<file path="src/rtl/bcd_updown_counter.sv">
// ---------------------------------------------------------------------------
// bcd_updown_counter
//
// Two-digit BCD up/down counter (00-99). A prescaler turns the system clock
// into a count tick every TICK_DIV cycles while running. Two debounced
// push-buttons are synchronized and edge-detected: start toggles RUN/STOP,
// clear zeroes the count. Digits feed a seven-segment decoder directly, so
// they are presented as 5-bit codes with bit 4 held at 0.
//
// Parameters
//   TICK_DIV   clk cycles per count step (>= 2)
//
// Ports
//   clk        in   system clock, rising edge
//   rst        in   synchronous, active-high reset
//   btn_start  in   start/stop button (asynchronous level, active-high)
//   btn_clear  in   clear button (asynchronous level, active-high)
//   dir_up     in   1 = count up, 0 = count down (sampled on the tick cycle)
//   ones       out  ones digit 0-9
//   tens       out  tens digit 0-9
//   running    out  1 while in RUN
//   wrap       out  one-cycle pulse on 99->00 (up) or 00->99 (down)
//
// Button events are single-cycle strobes: a level going high before edge k
// is applied at edge k+2. All outputs come straight from flops.
// ---------------------------------------------------------------------------
module bcd_updown_counter #(
    parameter int TICK_DIV = 50000000
) (
    input  logic       clk,
    input  logic       rst,
    input  logic       btn_start,
    input  logic       btn_clear,
    input  logic       dir_up,
    output logic [4:0] ones,
    output logic [4:0] tens,
    output logic       running,
    output logic       wrap
);

    localparam int PW = $clog2(TICK_DIV);
    localparam logic [PW-1:0] PRESC_MAX = PW'(TICK_DIV - 1);

    typedef enum logic {
        ST_STOP = 1'b0,
        ST_RUN  = 1'b1
    } state_t;

    // Button conditioning flops
    logic start_s1_q, start_s1_d;
    logic start_s2_q, start_s2_d;
    logic start_prev_q, start_prev_d;
    logic clear_s1_q, clear_s1_d;
    logic clear_s2_q, clear_s2_d;
    logic clear_prev_q, clear_prev_d;

    // Counts the cycles after reset until the synchronizer and edge
    // registers hold real input history. Until then a button that was held
    // through reset would look like a fresh rising edge, so events are masked.
    logic [1:0] warm_q, warm_d;
    logic       inputs_ready;

    // FSM and datapath flops
    state_t         state_q, state_d;
    logic [PW-1:0]  presc_q, presc_d;
    logic [3:0]     ones_q, ones_d;
    logic [3:0]     tens_q, tens_d;
    logic           wrap_q, wrap_d;

    logic start_evt;
    logic clear_evt;
    logic tick;

    // -----------------------------------------------------------------------
    // Input conditioning: 2-FF synchronizer + rising-edge detector
    // -----------------------------------------------------------------------
    always_comb begin
        start_s1_d   = btn_start;
        start_s2_d   = start_s1_q;
        start_prev_d = start_s2_q;
        clear_s1_d   = btn_clear;
        clear_s2_d   = clear_s1_q;
        clear_prev_d = clear_s2_q;
        warm_d       = (warm_q == 2'd3) ? warm_q : warm_q + 2'd1;
    end

    assign inputs_ready = (warm_q == 2'd3);
    assign start_evt    = start_s2_q & ~start_prev_q & inputs_ready;
    assign clear_evt    = clear_s2_q & ~clear_prev_q & inputs_ready;

    // -----------------------------------------------------------------------
    // FSM: state register
    // -----------------------------------------------------------------------
    always_ff @(posedge clk) begin
        if (rst) begin
            state_q <= ST_STOP;
        end else begin
            state_q <= state_d;
        end
    end

    // FSM: next state
    always_comb begin
        state_d = state_q;
        if (start_evt) begin
            state_d = (state_q == ST_RUN) ? ST_STOP : ST_RUN;
        end
    end

    // FSM: outputs
    always_comb begin
        running = (state_q == ST_RUN);
    end

    // -----------------------------------------------------------------------
    // Prescaler and digit datapath
    // -----------------------------------------------------------------------
    assign tick = (state_q == ST_RUN) && (presc_q == PRESC_MAX);

    always_comb begin
        presc_d = presc_q;
        ones_d  = ones_q;
        tens_d  = tens_q;
        wrap_d  = 1'b0;

        // Any start event (either direction) or clear restarts the prescaler,
        // so the first tick after entering RUN is a full TICK_DIV away.
        if ((state_q != ST_RUN) || start_evt || clear_evt) begin
            presc_d = '0;
        end else if (presc_q == PRESC_MAX) begin
            presc_d = '0;
        end else begin
            presc_d = presc_q + 1'b1;
        end

        if (clear_evt) begin
            // Clear beats a coincident tick: no step, no wrap.
            ones_d = 4'd0;
            tens_d = 4'd0;
        end else if (tick && !start_evt) begin
            if (dir_up) begin
                if (ones_q == 4'd9) begin
                    ones_d = 4'd0;
                    if (tens_q == 4'd9) begin
                        tens_d = 4'd0;
                        wrap_d = 1'b1;
                    end else begin
                        tens_d = tens_q + 4'd1;
                    end
                end else begin
                    ones_d = ones_q + 4'd1;
                end
            end else begin
                if (ones_q == 4'd0) begin
                    ones_d = 4'd9;
                    if (tens_q == 4'd0) begin
                        tens_d = 4'd9;
                        wrap_d = 1'b1;
                    end else begin
                        tens_d = tens_q - 4'd1;
                    end
                end else begin
                    ones_d = ones_q - 4'd1;
                end
            end
        end
    end

    // -----------------------------------------------------------------------
    // Datapath and conditioning registers
    // -----------------------------------------------------------------------
    always_ff @(posedge clk) begin
        if (rst) begin
            start_s1_q   <= 1'b0;
            start_s2_q   <= 1'b0;
            start_prev_q <= 1'b0;
            clear_s1_q   <= 1'b0;
            clear_s2_q   <= 1'b0;
            clear_prev_q <= 1'b0;
            warm_q       <= 2'd0;
            presc_q      <= '0;
            ones_q       <= 4'd0;
            tens_q       <= 4'd0;
            wrap_q       <= 1'b0;
        end else begin
            start_s1_q   <= start_s1_d;
            start_s2_q   <= start_s2_d;
            start_prev_q <= start_prev_d;
            clear_s1_q   <= clear_s1_d;
            clear_s2_q   <= clear_s2_d;
            clear_prev_q <= clear_prev_d;
            warm_q       <= warm_d;
            presc_q      <= presc_d;
            ones_q       <= ones_d;
            tens_q       <= tens_d;
            wrap_q       <= wrap_d;
        end
    end

    assign ones = {1'b0, ones_q};
    assign tens = {1'b0, tens_q};
    assign wrap = wrap_q;

endmodule

</file>
<file path="config.mk">
export PLATFORM = sky130hd
export DESIGN_NAME = bcd_updown_counter
export DESIGN_NICKNAME = d
export VERILOG_FILES = /design/src/rtl/bcd_updown_counter.sv
export SDC_FILE = /design/constraint.sdc
export NUM_CORES = 1
export LEC_CHECK = 0
export ABC_AREA = 1
export BUFFER_PORTS_ARGS = -buffer_cell sky130_fd_sc_hd__buf_2
export CORE_MARGIN = 5
export CORE_UTILIZATION = 45
export DETAILED_ROUTE_END_ITERATION = 8
export GPL_TIMING_DRIVEN = 1
export HOLD_SLACK_MARGIN = 0.1
export PLACE_DENSITY = 0.69
export SYNTH_ARGS = -nofsm -noshare
export SYNTH_HDL_FRONTEND = slang
export SYNTH_SLANG_ARGS = --single-unit
</file>
<file path="constraint.sdc">
create_clock -name clk -period 1.35 [get_ports clk]
set_input_delay 0.135 -clock clk [delete_from_list [all_inputs] [get_ports clk]]
set_output_delay 0.135 -clock clk [all_outputs]
set_load 0.03 [all_outputs]
</file>
==> results of run 1 <==
## critical path: cells and delay by family, from the launching register on
family / cells / cell delay [ns]
and+or+nand+nor: 8 / 1.03
DFF: 1 / 0.34
## timing repair
item | 4_1_cts | 5_1_grt
setup endpoints to repair | 35 | 35
endpoints found under the hold margin | 2 | 0
resized for setup | 19 | 56
pin swaps | 12 | 19
gates cloned | 3 | 0
hold buffers | 2 | 0
setup buffers | 1 | 2
## per-layer routing
layer	GRT usage, %	vias up
met5	0	-
met4	5.35	0
met3	3.86	9
met2	35.2	63
met1	22.8	1209
li1	-	1304
## kinds of logic (layout without fill, tap and decap cells)
| family | Yosys count | count (layout) | share of synthesized area, % |
|---|---|---|---|
| simple gates | 218 | 221 | 40.4 |
| buf+inv | 55 | 130 | 9.62 |
| flops | 44 | 44 | 36.6 |
| compound gates | 29 | 29 | 6.40 |
| xor+xnor | 16 | 16 | 5.82 |
| fa+ha+maj | 2 | 2 | 1.04 |
| other cells | 1 | 2 | 0.156 |
## final cells by class
class	count	share of cell area, %
clock buffers	5	2.02
clock inverters	3	1.25
inverters	49	5.54
multi-input cells	270	46.4
flip-flops and latches	44	26.4
well taps	70	2.57
repair buffers	73	15.8
## state kept, by name (all words and copies together), names as in the netlist
signal	cells
start_prev_q	1
start_s1_q	1
presc_q	26
start_prev_d	1
ones_q	4
wrap	1
warm_q	2
clear_prev_d	1
tens_q	4
clear_prev_q	1
clear_s1_q	1
running	1
## stage by stage
stage	total power, W	worst slack, ns
2_1_floorplan	0.00145	-0.0203
3_5_place_dp	0.00150	-0.136
3_3_place_gp	0.00149	-0.114
5_1_grt	0.00264	-0.199
4_1_cts	0.00253	-0.0973
6_report	0.00251	-0.0992
## report_power, final
group	leakage, nW	switching [W]	total, W	internal, W
Sequential	0.363	0.0000125	0.00134	0.00132
Combinational	1.03	0.0000944	0.000169	0.0000751
Clock	0.0541	0.000461	0.00101	0.000548
## path summary, 6_finish.rpt
path	start	endpoint	slack (ns)	depth (start not counted)
hold reg to reg	clear_s1_q	clear_prev_d	0.41	2
setup / recovery	presc_q[22]	tens_q[3]	-0.1	8
setup reg to reg	presc_q[22]	tens_q[3]	-0.1	8
hold / removal	rst	warm_q[1]	0.12	4
## Yosys cell counts
| master | number | share of area (%) |
|---|---|---|
| nor2_2 | 4 | 1.0 |
| and2_1 | 1 | 0.26 |
| inv_1 | 46 | 7.2 |
| buf_2 | 2 | 0.42 |
| nand4_1 | 7 | 1.8 |
| nor4_1 | 1 | 0.26 |
| xnor2_1 | 4 | 1.5 |
| nand4_2 | 1 | 0.52 |
| or2_2 | 1 | 0.26 |
| ha_1 | 2 | 1.0 |
| xor2_1 | 12 | 4.4 |
| o21ai_0 | 8 | 1.7 |
| nand2_1 | 96 | 15 |
| inv_2 | 2 | 0.31 |
| clkinv_1 | 1 | 0.16 |
| a21oi_2 | 1 | 0.36 |
| dfxtp_1 | 44 | 37 |
| or2_0 | 2 | 0.52 |
| a21oi_1 | 18 | 3.7 |
| buf_4 | 2 | 0.62 |
| buf_6 | 2 | 0.94 |
| conb_1 | 1 | 0.16 |
| nor2_1 | 64 | 10 |
| o31ai_1 | 1 | 0.31 |
| nand2_2 | 1 | 0.26 |
| nor2_4 | 4 | 1.9 |
| nand3_1 | 21 | 4.4 |
| and3_1 | 1 | 0.26 |
| nor3_2 | 2 | 0.83 |
| nand3_2 | 3 | 1.2 |
| nor3_1 | 9 | 1.9 |
| o211ai_1 | 1 | 0.31 |
==> results.toml, run 1 <==
[run_status]
violations = "setup timing"
status = "finished, violations left"

[routing]
met1Wirelength_um = 2670
routed-wl-met2_um = 3510
viasPerCell = 5.03
detail-route-antenna-nets = 0
wl_per_cell_um = 12.9
drtIter0Drc = 215
routed_wl_um = 6660
wl_met3_um = 378
top_layer = "met4"
dr.pass1.iters = 4
drc = 0
vias = 2585

[worst_setup_path]
cpMaxStageDelayCell = "dfxtp_1"
crit_required_ns = 1.59
path_common_cell = "nand2_1"
crit_path_end_kind = "flop"
arrival_ns = 1.69
cp-start-kind = "flop"
path_class = "reg -> reg"
slowest_delay_ns = 0.34
path_cells = "nand2_1 > nor2_2 > nand2_2 > nor2_4 > nand4_4 > nand2_1 > nand2_1 > nor2_1"
critPathMaxFanout = 7

[synthesis]
synth-seq-cells = 44
yosysSeqAreaShare_pct = 36.6
ys.warnings.count = 0
synth_area_um2 = 2410
synthCells = 365
synth_cell_types = 32
syn_area_per_cell_um2 = 6.59

[sta]
final_hold_viol_count = 0
fmax_mhz = 690
setup_tns_ns = -2.16
hold_ws_ns = 0.122
fin_skew_ns = 0.00888
setup_viol = 35
timing.final.ws_setup_ns = -0.0992
drv_slew = 0
fin_crit_sh_pct = 107
period_needed_ns = 1.45
rsz0062_at_grt = "true"

[worst_hold_path]
min_path_type = "in -> reg"

[final_layout]
final_common_cell = "nand2_1"
final_util_pct = 66.4
diodes = 0
layout_common_cells = "nand2_1, buf_4, nor2_1"
register_area_um2 = 902
multiInputGateArea_um2 = 1580
nFillCells = 457
fin_nets = 450
fin_area_um2 = 3410
drive_gt1_share_pct = 36.9
syn_to_final_growth_pct = 41.8
finalNonFillerCells = 514

[floorplan]
rows = 26
die-height_um = 83.1
core_um2 = 5140
dieArea_um2 = 6910
initial_core_util_pct = 46.8
die_w_um = 83.1
io_pins = 17

[place]
post-place-cells = 498
placed_cell_area_um2 = 2960
place_congestion = 0.870
port_buffers = 14
hpwlAfterDp_um = 4380

[cts]
numCtsBuffers = 5
cts_root_buffer = "clkbuf_8"
htreeDepth = 2
path_clk_slew_ns = 0.09
clock_latency_ns = 0.30
clock-sinks = 44
cts_tree = "done"
clockBufferDepth = 2

[power]
ir_drop_v = 0.000795
total_leakage_power_nw = 1.45
powerDensity_nw_per_um2 = 737

[grt]
antenna_found_initial = 0
track_usage_pct = 19.3
grt_pass1_vias = 2535
grt_max_degree = 15
grt_overflow = 0
grt_first_pass_wirelength_um = 11100

[flow_run]
drv_cap = 0
No activity file was read; power rests on OpenSTA's default activity.
==> run 2, diff against run 1 <==
- CORE_ASPECT_RATIO: default -> 0.7
- CTS_CLUSTER_SIZE: default -> 30
==> results.toml, run 2 (same netlist as run 1, synthesis figures left out) <==
[run_status]
status = "finished, violations left"
violations = "setup timing"

[worst_setup_path]
r2r_cells = 9
r2r_slack_ns = -0.11
crit_path_end_kind = "flop"
worst_r2r_endpoint = "presc_q[20]"
arrival_ns = 1.66
critPathMaxFanout = 15
crit_required_ns = 1.55
path_class = "reg -> reg"
r2r_start = "presc_q[0]"
cp-start-kind = "flop"
cp-endpoint = "presc_q[20]"
cp-startpoint = "presc_q[0]"

[cts]
clock_latency_ns = 0.30
clockBufferDepth = 2
clock-sinks = 44
numCtsBuffers = 5
cts_root_buffer = "clkbuf_8"
cts_tree = "done"
htreeDepth = 2
path_clk_slew_ns = 0.09

[routing]
wl_per_cell_um = 12.0
drc = 0
viasPerCell = 4.88
dr.pass1.iters = 5
drtIter0Drc = 160
detail-route-antenna-nets = 0
vias = 2499
routed_wl_um = 6160

[sta]
final_hold_viol_count = 0
drv_slew = 0
setup_viol = 34
fmax_mhz = 684
hold_ws_ns = 0.304
timing.final.ws_setup_ns = -0.111
period_needed_ns = 1.46
fin_crit_sh_pct = 108
fin_skew_ns = 0.00621
rsz0062_at_grt = "true"

[final_layout]
layout_common_cells = "nand2_1, nor2_1, buf_4"
regMostFlops = "presc_q"
final_util_pct = 62.4
syn_to_final_growth_pct = 34.9
diodes = 0
fin_nets = 446
drive_gt1_share_pct = 29.8
final_common_cell = "nand2_1"
largest_reg_flops = 26
finalNonFillerCells = 512
reg_top3 = "presc_q (26), ones_q (4), tens_q (4)"
nFillCells = 481

[power]
powerDensity_nw_per_um2 = 784
power_w = 0.00254
ir_drop_v = 0.000542
total_leakage_power_nw = 1.39

[floorplan]
io_pins = 17
rows = 22
dieArea_um2 = 6930
die_w_um = 97.4
core_um2 = 5200
initial_core_util_pct = 46.2
die-height_um = 71.2

[place]
place_congestion = 0.950
port_buffers = 14
hpwlAfterDp_um = 4660
post-place-cells = 498

[worst_hold_path]
min_path_type = "in -> reg"

[grt]
grt_first_pass_wirelength_um = 10300
track_usage_pct = 17.8
grt_max_degree = 16
antenna_found_initial = 0
grt_pass1_vias = 2310
grt_overflow = 0

[flow_run]
drv_cap = 0
-- run 2: cell types whose count changed in the layout (fill, tap and decap cells not counted), moves of 4 or more --
cell     previous run  this run
nor2_1             47        53
nand3_4             6         2
a21oi_1             8        18
a21oi_2            11         1
nor3_1              3         7
dfxtp_1            29        33
nor2_2             18        12
-- run 2: through the flow --
step	TNS (ns)	worst slack, ns	area (µm²)
detailed placement	-1.81	-0.0934	2970
floorplan	-0.319	-0.0203	2440
CTS	-2.05	-0.107	3170
global route	-6.29	-0.202	3250
finish	-2.95	-0.111	3250
global placement	-0.817	-0.0570	2970
-- run 2: critical path, cell delays in order, from the launching register on --
cell	delay (ns)
dfxtp_2	0.37
ha_4	0.15
nand2_4	0.05
nor2_4	0.13
nand2_2	0.08
nor2_4	0.18
nand2_2	0.09
nand3_4	0.10
buf_12	0.15
a21oi_1	0.05
-- run 2: cell type report --
| class | instances | area [µm²] | area share [%] |
|---|---|---|---|
| Multi-Input combinational cell | 267 | 1420 | 43.7 |
| Sequential cell | 44 | 895 | 27.6 |
| Timing Repair Buffer | 72 | 543 | 16.7 |
| Inverter | 49 | 185 | 5.71 |
| Tap cell | 72 | 90.1 | 2.78 |
| Clock buffer | 5 | 68.8 | 2.12 |
| Clock inverter | 3 | 46.3 | 1.43 |
-- run 2: worst min-delay path by stage --
stage | endpoint | from | depth (start not counted) | slack (ns)
CTS | tens_q[2] | dir_up | 4 | 0.30
global route | tens_q[2] | dir_up | 4 | 0.36
global placement | start_s1_q | btn_start | 3 | 0.33
finish | tens_q[2] | dir_up | 4 | 0.30
floorplan | clear_s1_q | btn_clear | 2 | 0.24
detailed placement | start_s1_q | btn_start | 3 | 0.34
-- run 2: timing repair --
item,in CTS,in global routing
hold buffers,5,0
endpoints found under the setup margin,35,35
resized for setup,14,22
buffers inserted,0,1
pin swaps,1,8
hold endpoints to repair,5,0
-- run 2: where the power goes --
part           internal (W)  switching [W]  total [W]
Combinational     0.0000701      0.0000790   0.000149
Clock              0.000558       0.000495    0.00105
Sequential          0.00133      0.0000148    0.00134
Total               0.00195       0.000589    0.00254
-- run 2: layer usage --
layer / part of all wire (%) / GRT usage (%) / vias up
met3: 5.7 / 3.74 / 9
met5: 0 / 0 / -
met4: 1.2 / 4.76 / 0
met1: 50 / 25.9 / 1150
met2: 43 / 26.8 / 60
li1: - / - / 1280
==> run 3, diff against run 2 <==
- ABC_AREA: 1 -> default
==> results.toml, run 3 <==
[routing]
dr.pass1.iters = 4
drc = 0
detail-route-antenna-nets = 0
wl_per_cell_um = 14.5
vias = 2003
viasPerCell = 5.05
drtIter0Drc = 60
routed_wl_um = 5750

[floorplan]
core_um2 = 4810
dieArea_um2 = 6520
rows = 21
io_pins = 17
die_w_um = 94.4
die-height_um = 69.1
initial_core_util_pct = 46.7

[flow_run]
drv_cap = 0

[cts]
htreeDepth = 2
path_clk_slew_ns = 0.08
clock_latency_ns = 0.30
cts_root_buffer = "clkbuf_8"
cts_tree = "done"
clockBufferDepth = 2
numCtsBuffers = 5
clock-sinks = 44

[synthesis]
synth.most_common_cell = "dfxtp_1"
ys_top_cells_by_count = "dfxtp_1, nor2_1, xor2_1"
yosysSeqAreaShare_pct = 39.2
synthCells = 253
synth-edff-count = 0
syn_area_per_cell_um2 = 8.87
async_flop_share_pct = 0
synth_area_leaders = "dfxtp_1, xor2_1, nor2_1"
synth_flop_cell = "dfxtp_1"
synth_top_area_cell = "dfxtp_1"
synth_cell_types = 52
synth_area_um2 = 2240
synth_top_area_share_pct = 39.2
synth-seq-cells = 44
ys.warnings.count = 0

[final_layout]
reg_top3 = "presc_q (26), ones_q (4), tens_q (4)"
largest_reg_flops = 26
final_util_pct = 69.4
final_common_cell = "buf_4"
drive_gt1_share_pct = 51.2
syn_to_final_growth_pct = 48.6
finalNonFillerCells = 397
layout_common_cells = "buf_4, dfxtp_1, nor2_1"
diodes = 0
regMostFlops = "presc_q"
fin_nets = 334

[worst_setup_path]
arrival_ns = 1.81
crit_required_ns = 1.57
path_class = "reg -> reg"
crit_path_end_kind = "flop"
cp-start-kind = "flop"
r2r_start = "presc_q[0]"
critPathMaxFanout = 6
path_cells = "ha_4 > nand3_4 > nor4_4 > o2111a_2 > a21oi_2 > a211oi_2"
worst_r2r_endpoint = "tens_q[2]"
slowest_delay_ns = 0.36
r2r_cells = 6
cp-endpoint = "tens_q[2]"
cpMaxStageDelayCell = "dfxtp_2"
cp-startpoint = "presc_q[0]"
r2r_slack_ns = -0.23

[grt]
track_usage_pct = 15.8
grt_pass1_vias = 1865
grt_max_degree = 27
grt_first_pass_wirelength_um = 8320
antenna_found_initial = 0
grt_overflow = 0

[run_status]
violations = "setup timing"
status = "finished, violations left"

[power]
combPwrFrac_pct = 6.2
total_leakage_power_nw = 1.27
ir_drop_v = 0.000938
powerDensity_nw_per_um2 = 700
power_switching_share_pct = 23.5
p_int_w = 0.00179
p_seq_share_pct = 56.8
netSwitchingPower_w = 0.000548
power_w = 0.00234
pwr-share-clk_pct = 37.0

[place]
place_congestion = 0.773
port_buffers = 14
hpwlAfterDp_um = 3610
post-place-cells = 383

[sta]
setup_viol = 34
rsz0062_at_grt = "true"
final_hold_viol_count = 0
period_needed_ns = 1.58
fin_skew_ns = 0.00589
hold_ws_ns = 0.154
timing.final.ws_setup_ns = -0.232
drv_slew = 0
fmax_mhz = 632
fin_crit_sh_pct = 117

[worst_hold_path]
hold_start = "rst"
min_path_type = "in -> reg"
## run 3: how the worst min path moves through the flow
| stage | end | cells past startpoint |
|---|---|---|
| after detailed placement | clear_s1_q | 2 |
| after global placement | clear_s1_q | 2 |
| after global routing | warm_q[0] | 2 |
| after floorplan | clear_s1_q | 1 |
| after CTS | running | 2 |
| final | running | 2 |
## run 3: cells by family (layout without fill, tap and decap cells)
kind of cell,Yosys count,in the layout,synth area share (%)
AOI/OAI and AO/OA,32,32,9.70
xor gates and xnor gates,30,30,11.7
adders and majority gates,2,2,1.11
buffers and inverters,20,94,4.90
DFF,44,44,39.2
muxes,2,2,0.892
other,1,2,0.167
and+or+nand+nor,122,122,32.3
## run 3: metrics by stage
stage               instance area (µm²)  setup slack, ns  setup TNS [ns]
finish                             3340           -0.232           -5.61
global placement                   2840           -0.215           -5.96
floorplan                          2320           -0.202           -2.28
CTS                                2990           -0.221           -4.72
detailed placement                 2840           -0.274           -7.15
global route                       3340           -0.296           -7.82
## run 3: critical path: cells and delay by family, from the launching register on
family / cells / cell delay [ns]
simple gates: 2 / 0.40
compound gates: 3 / 0.58
flops: 1 / 0.36
fa+ha+maj: 1 / 0.16
## run 3: layer usage
layer	wire, µm	GRT usage, %
met5	0	0
met4	74	5.29
met3	249	3.26
met2	2750	24.1
met1	2670	22.1
## run 3: final cells by class
type / count / area (µm²)
flip-flops and latches: 44 / 905
fillers: 342 / 1470
multi-input cells: 190 / 1590
repair buffers: 80 / 637
inverters: 6 / 22.5
clock inverters: 2 / 10.0
clock buffers: 6 / 82.6
well taps: 69 / 86.3
## run 3: power groups by stage
stage	Combinational [W]	Sequential, W	Clock, W
after floorplan	0.0000946	0.00136	0
after global placement	0.000119	0.00136	0
after detailed placement	0.000123	0.00136	0
after CTS	0.000128	0.00133	0.000861
after global routing	0.000164	0.00133	0.000938
final	0.000144	0.00133	0.000865
## run 3: what timing repair did
item                                   CTS  global route
cloned                                   0             3
endpoints found under the hold margin    2             0
setup endpoints to repair               35            35
pin swaps                                3            32
resized for setup                       10            71
hold buffers                             2             0
setup buffers                            0             1
